===== config.mk =====
export PLATFORM = sky130hd
export DESIGN_NAME = imm_decode_stage
export DESIGN_NICKNAME = d
export VERILOG_FILES = /design/src/rtl/rv_imm_pkg.sv /design/src/rtl/imm_extract.sv /design/src/rtl/imm_decode_stage.sv
export SDC_FILE = /design/constraint.sdc
export NUM_CORES = 1
export LEC_CHECK = 0
export CAP_MARGIN = 40
export CORE_ASPECT_RATIO = 2
export CORE_MARGIN = 1.5
export CORE_UTILIZATION = 45
export DETAILED_ROUTE_END_ITERATION = 10
export HOLD_SLACK_MARGIN = 0.02
export PLACE_DENSITY = 0.69
export SETUP_SLACK_MARGIN = 0.2
export SLEW_MARGIN = 15
export SYNTH_ARGS = -nofsm -noshare
export SYNTH_HDL_FRONTEND = slang
export SYNTH_SLANG_ARGS = --single-unit

===== constraint.sdc =====
create_clock -name clk -period 13.2 [get_ports clk]
set_input_delay 3.96 -clock clk [delete_from_list [all_inputs] [get_ports clk]]
set_output_delay 3.96 -clock clk [all_outputs]
set_load 0.02 [all_outputs]

===== src/rtl/rv_imm_pkg.sv =====
// rv_imm_pkg: shared types and constants for the RV32/RV64 immediate decode stage.
//   imm_type_t : immediate format encoding driven on out_type
//   OPC_*      : 7-bit major opcodes
//   decoded_t  : one decoded beat; XLEN fields are sized for the widest datapath
package rv_imm_pkg;

   localparam int XLEN_MAX = 64;

   typedef enum logic [2:0] {
      IMM_I       = 3'b000,
      IMM_S       = 3'b001,
      IMM_B       = 3'b010,
      IMM_U       = 3'b011,
      IMM_J       = 3'b100,
      IMM_R       = 3'b101,
      IMM_ILLEGAL = 3'b111
   } imm_type_t;

   localparam logic [6:0] OPC_LOAD      = 7'b0000011;
   localparam logic [6:0] OPC_MISC_MEM  = 7'b0001111;
   localparam logic [6:0] OPC_OP_IMM    = 7'b0010011;
   localparam logic [6:0] OPC_AUIPC     = 7'b0010111;
   localparam logic [6:0] OPC_OP_IMM_32 = 7'b0011011;
   localparam logic [6:0] OPC_STORE     = 7'b0100011;
   localparam logic [6:0] OPC_OP        = 7'b0110011;
   localparam logic [6:0] OPC_LUI       = 7'b0110111;
   localparam logic [6:0] OPC_OP_32     = 7'b0111011;
   localparam logic [6:0] OPC_BRANCH    = 7'b1100011;
   localparam logic [6:0] OPC_JALR      = 7'b1100111;
   localparam logic [6:0] OPC_JAL       = 7'b1101111;
   localparam logic [6:0] OPC_SYSTEM    = 7'b1110011;

   typedef struct packed {
      imm_type_t             itype;
      logic [XLEN_MAX-1:0]   imm;
      logic [XLEN_MAX-1:0]   target;
      logic [XLEN_MAX-1:0]   pc;
      logic [4:0]            rd;
      logic [4:0]            rs1;
      logic [4:0]            rs2;
      logic [6:0]            opcode;
   } decoded_t;

endpackage


===== src/rtl/imm_extract.sv =====
// imm_extract: combinational opcode-to-format classification and immediate
// extraction, sign-extended to XLEN.
//   insn     in  32    instruction word
//   imm_type out       immediate format (ILLEGAL for unknown opcodes)
//   imm      out XLEN  sign-extended immediate, 0 for R and ILLEGAL
module imm_extract
   import rv_imm_pkg::*;
#(
   parameter int XLEN = 32
) (
   input  logic [31:0]     insn,
   output imm_type_t       imm_type,
   output logic [XLEN-1:0] imm
);

   logic [31:0] imm32;
   logic [63:0] imm64;

   // All opcode constants end in 2'b11, so a compressed encoding falls to default.
   always_comb begin
      imm_type = IMM_ILLEGAL;
      case (insn[6:0])
         OPC_LOAD, OPC_OP_IMM, OPC_JALR,
         OPC_MISC_MEM, OPC_SYSTEM:  imm_type = IMM_I;
         OPC_STORE:                 imm_type = IMM_S;
         OPC_BRANCH:                imm_type = IMM_B;
         OPC_LUI, OPC_AUIPC:        imm_type = IMM_U;
         OPC_JAL:                   imm_type = IMM_J;
         OPC_OP:                    imm_type = IMM_R;
         OPC_OP_32:                 imm_type = (XLEN == 64) ? IMM_R : IMM_ILLEGAL;
         OPC_OP_IMM_32:             imm_type = (XLEN == 64) ? IMM_I : IMM_ILLEGAL;
         default:                   imm_type = IMM_ILLEGAL;
      endcase
   end

   always_comb begin
      imm32 = '0;
      case (imm_type)
         IMM_I:   imm32 = {{20{insn[31]}}, insn[31:20]};
         IMM_S:   imm32 = {{20{insn[31]}}, insn[31:25], insn[11:7]};
         IMM_B:   imm32 = {{19{insn[31]}}, insn[31], insn[7], insn[30:25], insn[11:8], 1'b0};
         IMM_U:   imm32 = {insn[31:12], 12'b0};
         IMM_J:   imm32 = {{11{insn[31]}}, insn[31], insn[19:12], insn[20], insn[30:21], 1'b0};
         default: imm32 = '0;
      endcase
      imm64 = {{32{imm32[31]}}, imm32};
      imm   = XLEN'(imm64);
   end

endmodule


===== src/rtl/imm_decode_stage.sv =====
// imm_decode_stage: registered decode stage between fetch and execute.
// Decodes at the input, then stores the decoded beat in a main entry plus an
// optional skid entry so that in_ready can come straight from a flop.
//   clk, rst                 rising-edge clock, async active-high reset
//   flush                    drop all held entries and the current input beat
//   in_valid/in_ready        input handshake; in_insn, in_pc carry the beat
//   out_valid/out_ready      output handshake
//   out_type, out_imm        immediate format and sign-extended immediate
//   out_target               out_pc + out_imm (mod 2^XLEN)
//   out_pc, out_rd, out_rs1, out_rs2, out_opcode   passed-through fields
module imm_decode_stage #(
   parameter int XLEN = 32,
   parameter int SKID = 1
) (
   input  logic            clk,
   input  logic            rst,
   input  logic            flush,
   input  logic            in_valid,
   output logic            in_ready,
   input  logic [31:0]     in_insn,
   input  logic [XLEN-1:0] in_pc,
   output logic            out_valid,
   input  logic            out_ready,
   output logic [2:0]      out_type,
   output logic [XLEN-1:0] out_imm,
   output logic [XLEN-1:0] out_target,
   output logic [XLEN-1:0] out_pc,
   output logic [4:0]      out_rd,
   output logic [4:0]      out_rs1,
   output logic [4:0]      out_rs2,
   output logic [6:0]      out_opcode
);

   import rv_imm_pkg::*;

   typedef enum logic [1:0] {
      ST_EMPTY = 2'd0,
      ST_ONE   = 2'd1,
      ST_TWO   = 2'd2
   } state_t;

   imm_type_t       in_type;
   logic [XLEN-1:0] in_imm;
   logic [XLEN-1:0] in_target;
   decoded_t        in_dec;

   state_t   state_q, state_d;
   decoded_t main_q, main_d;
   decoded_t skid_q, skid_d;
   logic     push, pop;

   imm_extract #(.XLEN(XLEN)) u_extract (
      .insn     (in_insn),
      .imm_type (in_type),
      .imm      (in_imm)
   );

   assign in_target = in_pc + in_imm;

   always_comb begin
      in_dec.itype  = in_type;
      in_dec.imm    = 64'(in_imm);
      in_dec.target = 64'(in_target);
      in_dec.pc     = 64'(in_pc);
      in_dec.rd     = in_insn[11:7];
      in_dec.rs1    = in_insn[19:15];
      in_dec.rs2    = in_insn[24:20];
      in_dec.opcode = in_insn[6:0];
   end

   assign out_valid = (state_q != ST_EMPTY);
   assign pop       = out_valid && out_ready;
   assign push      = in_valid && in_ready && !flush;

   generate
      if (SKID != 0) begin : g_skid
         // Ready is the registered image of "next state is not full", which
         // keeps out_ready off any combinational path to in_ready.
         logic ready_q;
         always_ff @(posedge clk or posedge rst) begin
            if (rst) ready_q <= 1'b1;
            else     ready_q <= (state_d != ST_TWO);
         end
         assign in_ready = ready_q;
      end else begin : g_noskid
         assign in_ready = !out_valid || out_ready;
      end
   endgenerate

   always_comb begin
      state_d = state_q;
      main_d  = main_q;
      skid_d  = skid_q;
      if (flush) begin
         state_d = ST_EMPTY;
      end else begin
         case (state_q)
            ST_EMPTY: begin
               if (push) begin
                  state_d = ST_ONE;
                  main_d  = in_dec;
               end
            end
            ST_ONE: begin
               if (push && pop) begin
                  main_d = in_dec;
               end else if (push && SKID != 0) begin
                  state_d = ST_TWO;
                  skid_d  = in_dec;
               end else if (pop) begin
                  state_d = ST_EMPTY;
               end
            end
            ST_TWO: begin
               if (pop) begin
                  state_d = ST_ONE;
                  main_d  = skid_q;
               end
            end
            default: state_d = ST_EMPTY;
         endcase
      end
   end

   always_ff @(posedge clk or posedge rst) begin
      if (rst) begin
         state_q <= ST_EMPTY;
         main_q  <= '0;
         skid_q  <= '0;
      end else begin
         state_q <= state_d;
         main_q  <= main_d;
         skid_q  <= skid_d;
      end
   end

   assign out_type   = main_q.itype;
   assign out_imm    = XLEN'(main_q.imm);
   assign out_target = XLEN'(main_q.target);
   assign out_pc     = XLEN'(main_q.pc);
   assign out_rd     = main_q.rd;
   assign out_rs1    = main_q.rs1;
   assign out_rs2    = main_q.rs2;
   assign out_opcode = main_q.opcode;

endmodule


==> impl_metrics.json <==
{
  "cts_buffers": 23,
  "drive_gt1_share_pct": 9.39,
  "stdcell_count": 1829,
  "drc_errors": 0,
  "postCtsSetupRepairBufs": 0,
  "critPathRequiredTime_ns": 13.58,
  "end_kind": "register",
  "root_buffer": "clkbuf_16",
  "synth_ff_type": "dfrtp_1",
  "die_w_um": 120,
  "fmax_mhz": 118,
  "cts_hold_buf": 0,
  "synth_enable_flop_cells": 0,
  "gp_congestion": 0.953,
  "leakagePower_nw": 7.09,
  "area_growth_syn_to_layout_pct": 24.6,
  "clkTransAtPathRegs_ns": 0.06,
  "p_int_w": 0.00153,
  "max_stage_delay_ns": 0.63,
  "floorplan.die_area_um2": 28300,
  "setup_tns_ns": 0,
  "synth_area_per_cell_um2": 9.28,
  "combPwrFrac_pct": 24.2,
  "finClkSkew_ns": 0.0200,
  "die_h_um": 236,
  "gr-usage-all-layers_pct": 28.6,
  "grt_start_max_net_pins": 82,
  "slew_headroom_pct": 44.3,
  "netlist_instances": 1319,
  "critPathMaxFanout": 11,
  "dpl.cell_count": 1787,
  "grt_pass1_vias": 10400,
  "grt-ovfl-total": 0,
  "pwr-share-clk_pct": 30.5,
  "cp_cell_sequence": "clkdlybuf4s50_1 -> nor2_1 -> nand2_1 -> a2111oi_0 -> a21oi_1 -> nor2_1 -> ha_1 -> a21oi_1 -> o21ai_0 -> a31o_2 -> a211o_1 -> o41ai_2 -> mux2_2 -> a22oi_1 -> o21ai_1",
  "synth-async-reset-ratio_pct": 100,
  "pin_count": 192,
  "synth_top_cell_by_area": "dfrtp_1",
  "netSwitchingFraction_pct": 30.2,
  "drt-total-wl_mm": 39.4,
  "finalHoldViolCount": 0,
  "core.rowCount": 85,
  "crit_family": "compound AO/OA/AOI/OAI gates",
  "grt_pass1_wl_mm": 61.4,
  "cts-htree-levels": 1,
  "rsz0062_at_grt": "false",
  "setup_viol": 0,
  "yosys-top-cells-count": "244 x dfrtp_1, 241 x nand2_1, 127 x nor2_1, 85 x a21oi_1, 82 x o21ai_0",
  "critical_path_class": "input port to register",
  "synth.most_common_cell": "dfrtp_1",
  "worst_slew_pin_slew_ns": 0.831,
  "ys_seq_area_share_pct": 50.1,
  "p_switching_w": 0.000663,
  "fin_crit_ns": 8.48,
  "ys_ff_latch": 245,
  "synth_area_leaders": "dfrtp_1 50%, nand2_1 7.4%, mux2_2 6.3%",
  "clock_latency_ns": 0.53,
  "syn-num-nets": 1420,
  "cp_slowest_cell": "o41ai_2",
  "yosysWarnings": 0,
  "clk_path_buf_depth": 3,
  "core_um2": 26800,
  "seq_power_share_pct": 45.3,
  "numPortBuffers": 191,
  "fin_crit_sh_pct": 64.2,
  "cts_tree": "built",
  "cp.arrival_ns": 8.86,
  "hold_path.class": "register to register",
  "start_util_pct": 45.7,
  "antenna_found_initial": 0,
  "place_hpwl_mm": 29.4,
  "viasPerCell": 5.65,
  "synth_cell_types": 65,
  "path_buf_inv": 1,
  "drt_iter0_markers": 688,
  "nNetsFinal": 1566,
  "diodes": 0,
  "cts_resized": 0,
  "yosysTopAreaCellShare_pct": 49.9,
  "ant_nets": 0,
  "cellPowerDensity_nw_per_um2": 144,
  "dr.pass1.iters": 5,
  "drv_slew": 0,
  "wl_per_cell_um": 21.6,
  "syn-cell-area_um2": 12200,
  "irDropWorstVdd_v": 0.000105,
  "critPathLaunchType": "input port",
  "clock-sinks": 245,
  "fin_area_um2": 15300,
  "drv_cap": 0,
  "vias": 10300,
  "outcome": "complete, no violations",
  "placed_cell_area_um2": 14500
}
-- routing by layer --
metal	GRT usage [%]	up-vias	share of wire, %	wire length, um
met5	0	-	0	0
met4	14.9	0	5.9	2320
met3	2.54	95	3.6	1420
li1	-	4885	-	-
met1	30.8	5048	35	13800
met2	54.2	311	56	21900
-- per-stage QoR --
step	setup slack, ns	power [W]	util [%]	hold WS [ns]
floorplan	2.51	0.00128	-	0.442
global placement	4.36	0.00152	53.6	0.455
detailed placement	4.32	0.00154	54.0	0.465
CTS	4.85	0.00221	56.8	0.482
global route	4.47	0.00230	56.9	0.499
finish	4.72	0.00219	56.9	0.481
-- registers in the layout (all words and copies together) (netlist names) --
name        count
out_pc         32
out_rs2         5
out_imm        32
out_type        3
out_target     32
in_ready        1
out_rs1         5
out_opcode      7
skid_q        121
out_rd          5
state_q         2
-- cell usage in the layout, fill, tap and decap left out, drive strengths merged, types with 11 or more instances in the layout --
cell type / count
a211oi: 23
ha: 31
o21ai: 91
clkbuf: 33
nor2: 127
a21o: 37
buf: 16
xnor2: 17
and3: 14
nand3: 14
a31oi: 72
clkdlybuf4s50: 191
mux2: 69
a21oi: 85
dfrtp: 244
nand2: 241
inv: 40
and2: 11
-- cell type report --
cell class / count / area, um^2
tap: 348 / 435
fill: 2446 / 11500
clock buffer: 33 / 673
timing repair buffer: 207 / 2110
multi-input combinational: 949 / 5670
sequential: 245 / 6130
clock inverter: 8 / 78.8
inverter: 39 / 154
-- worst paths after layout --
| path | slack (ns) | depth (start not counted) | endpoint | start |
|---|---|---|---|---|
| setup / recovery | 4.72 | 15 | out_target[26] | in_insn[2] |
| min in group asynchronous | 3.84 | 2 | out_target[6] | rst |
| hold reg to reg | 0.48 | 1 | out_imm[19] | out_imm[19] |
| hold / removal | 0.48 | 1 | out_imm[19] | out_imm[19] |
| max in group asynchronous | 7.83 | 4 | out_imm[14] | rst |
| setup reg to reg | 10.36 | 9 | out_target[24] | in_ready |
-- power by group through the flow --
| stage | clock [W] | sequential, W | combinational, W |
|---|---|---|---|
| finish | 0.000668 | 0.000994 | 0.000531 |
| detailed placement | 0 | 0.00101 | 0.000533 |
| floorplan | 0 | 0.00106 | 0.000218 |
| global route | 0.000710 | 0.00101 | 0.000576 |
| CTS | 0.000684 | 0.000994 | 0.000535 |
| global placement | 0 | 0.00100 | 0.000521 |
-- kinds of logic (layout without fill, tap and decap cells) --
kind of cell | after synthesis | count (layout) | share of synthesized area (%)
AND/OR/NAND/NOR | 453 | 453 | 15.6
AO/OA/AOI/OAI | 365 | 365 | 18.6
flip-flops | 245 | 245 | 50.1
buffers and inverters | 125 | 287 | 3.84
multiplexers | 72 | 72 | 6.59
adder cells (fa/ha/maj) | 33 | 33 | 3.41
XOR/XNOR | 26 | 26 | 1.86
(Power assumes the default switching activity.)
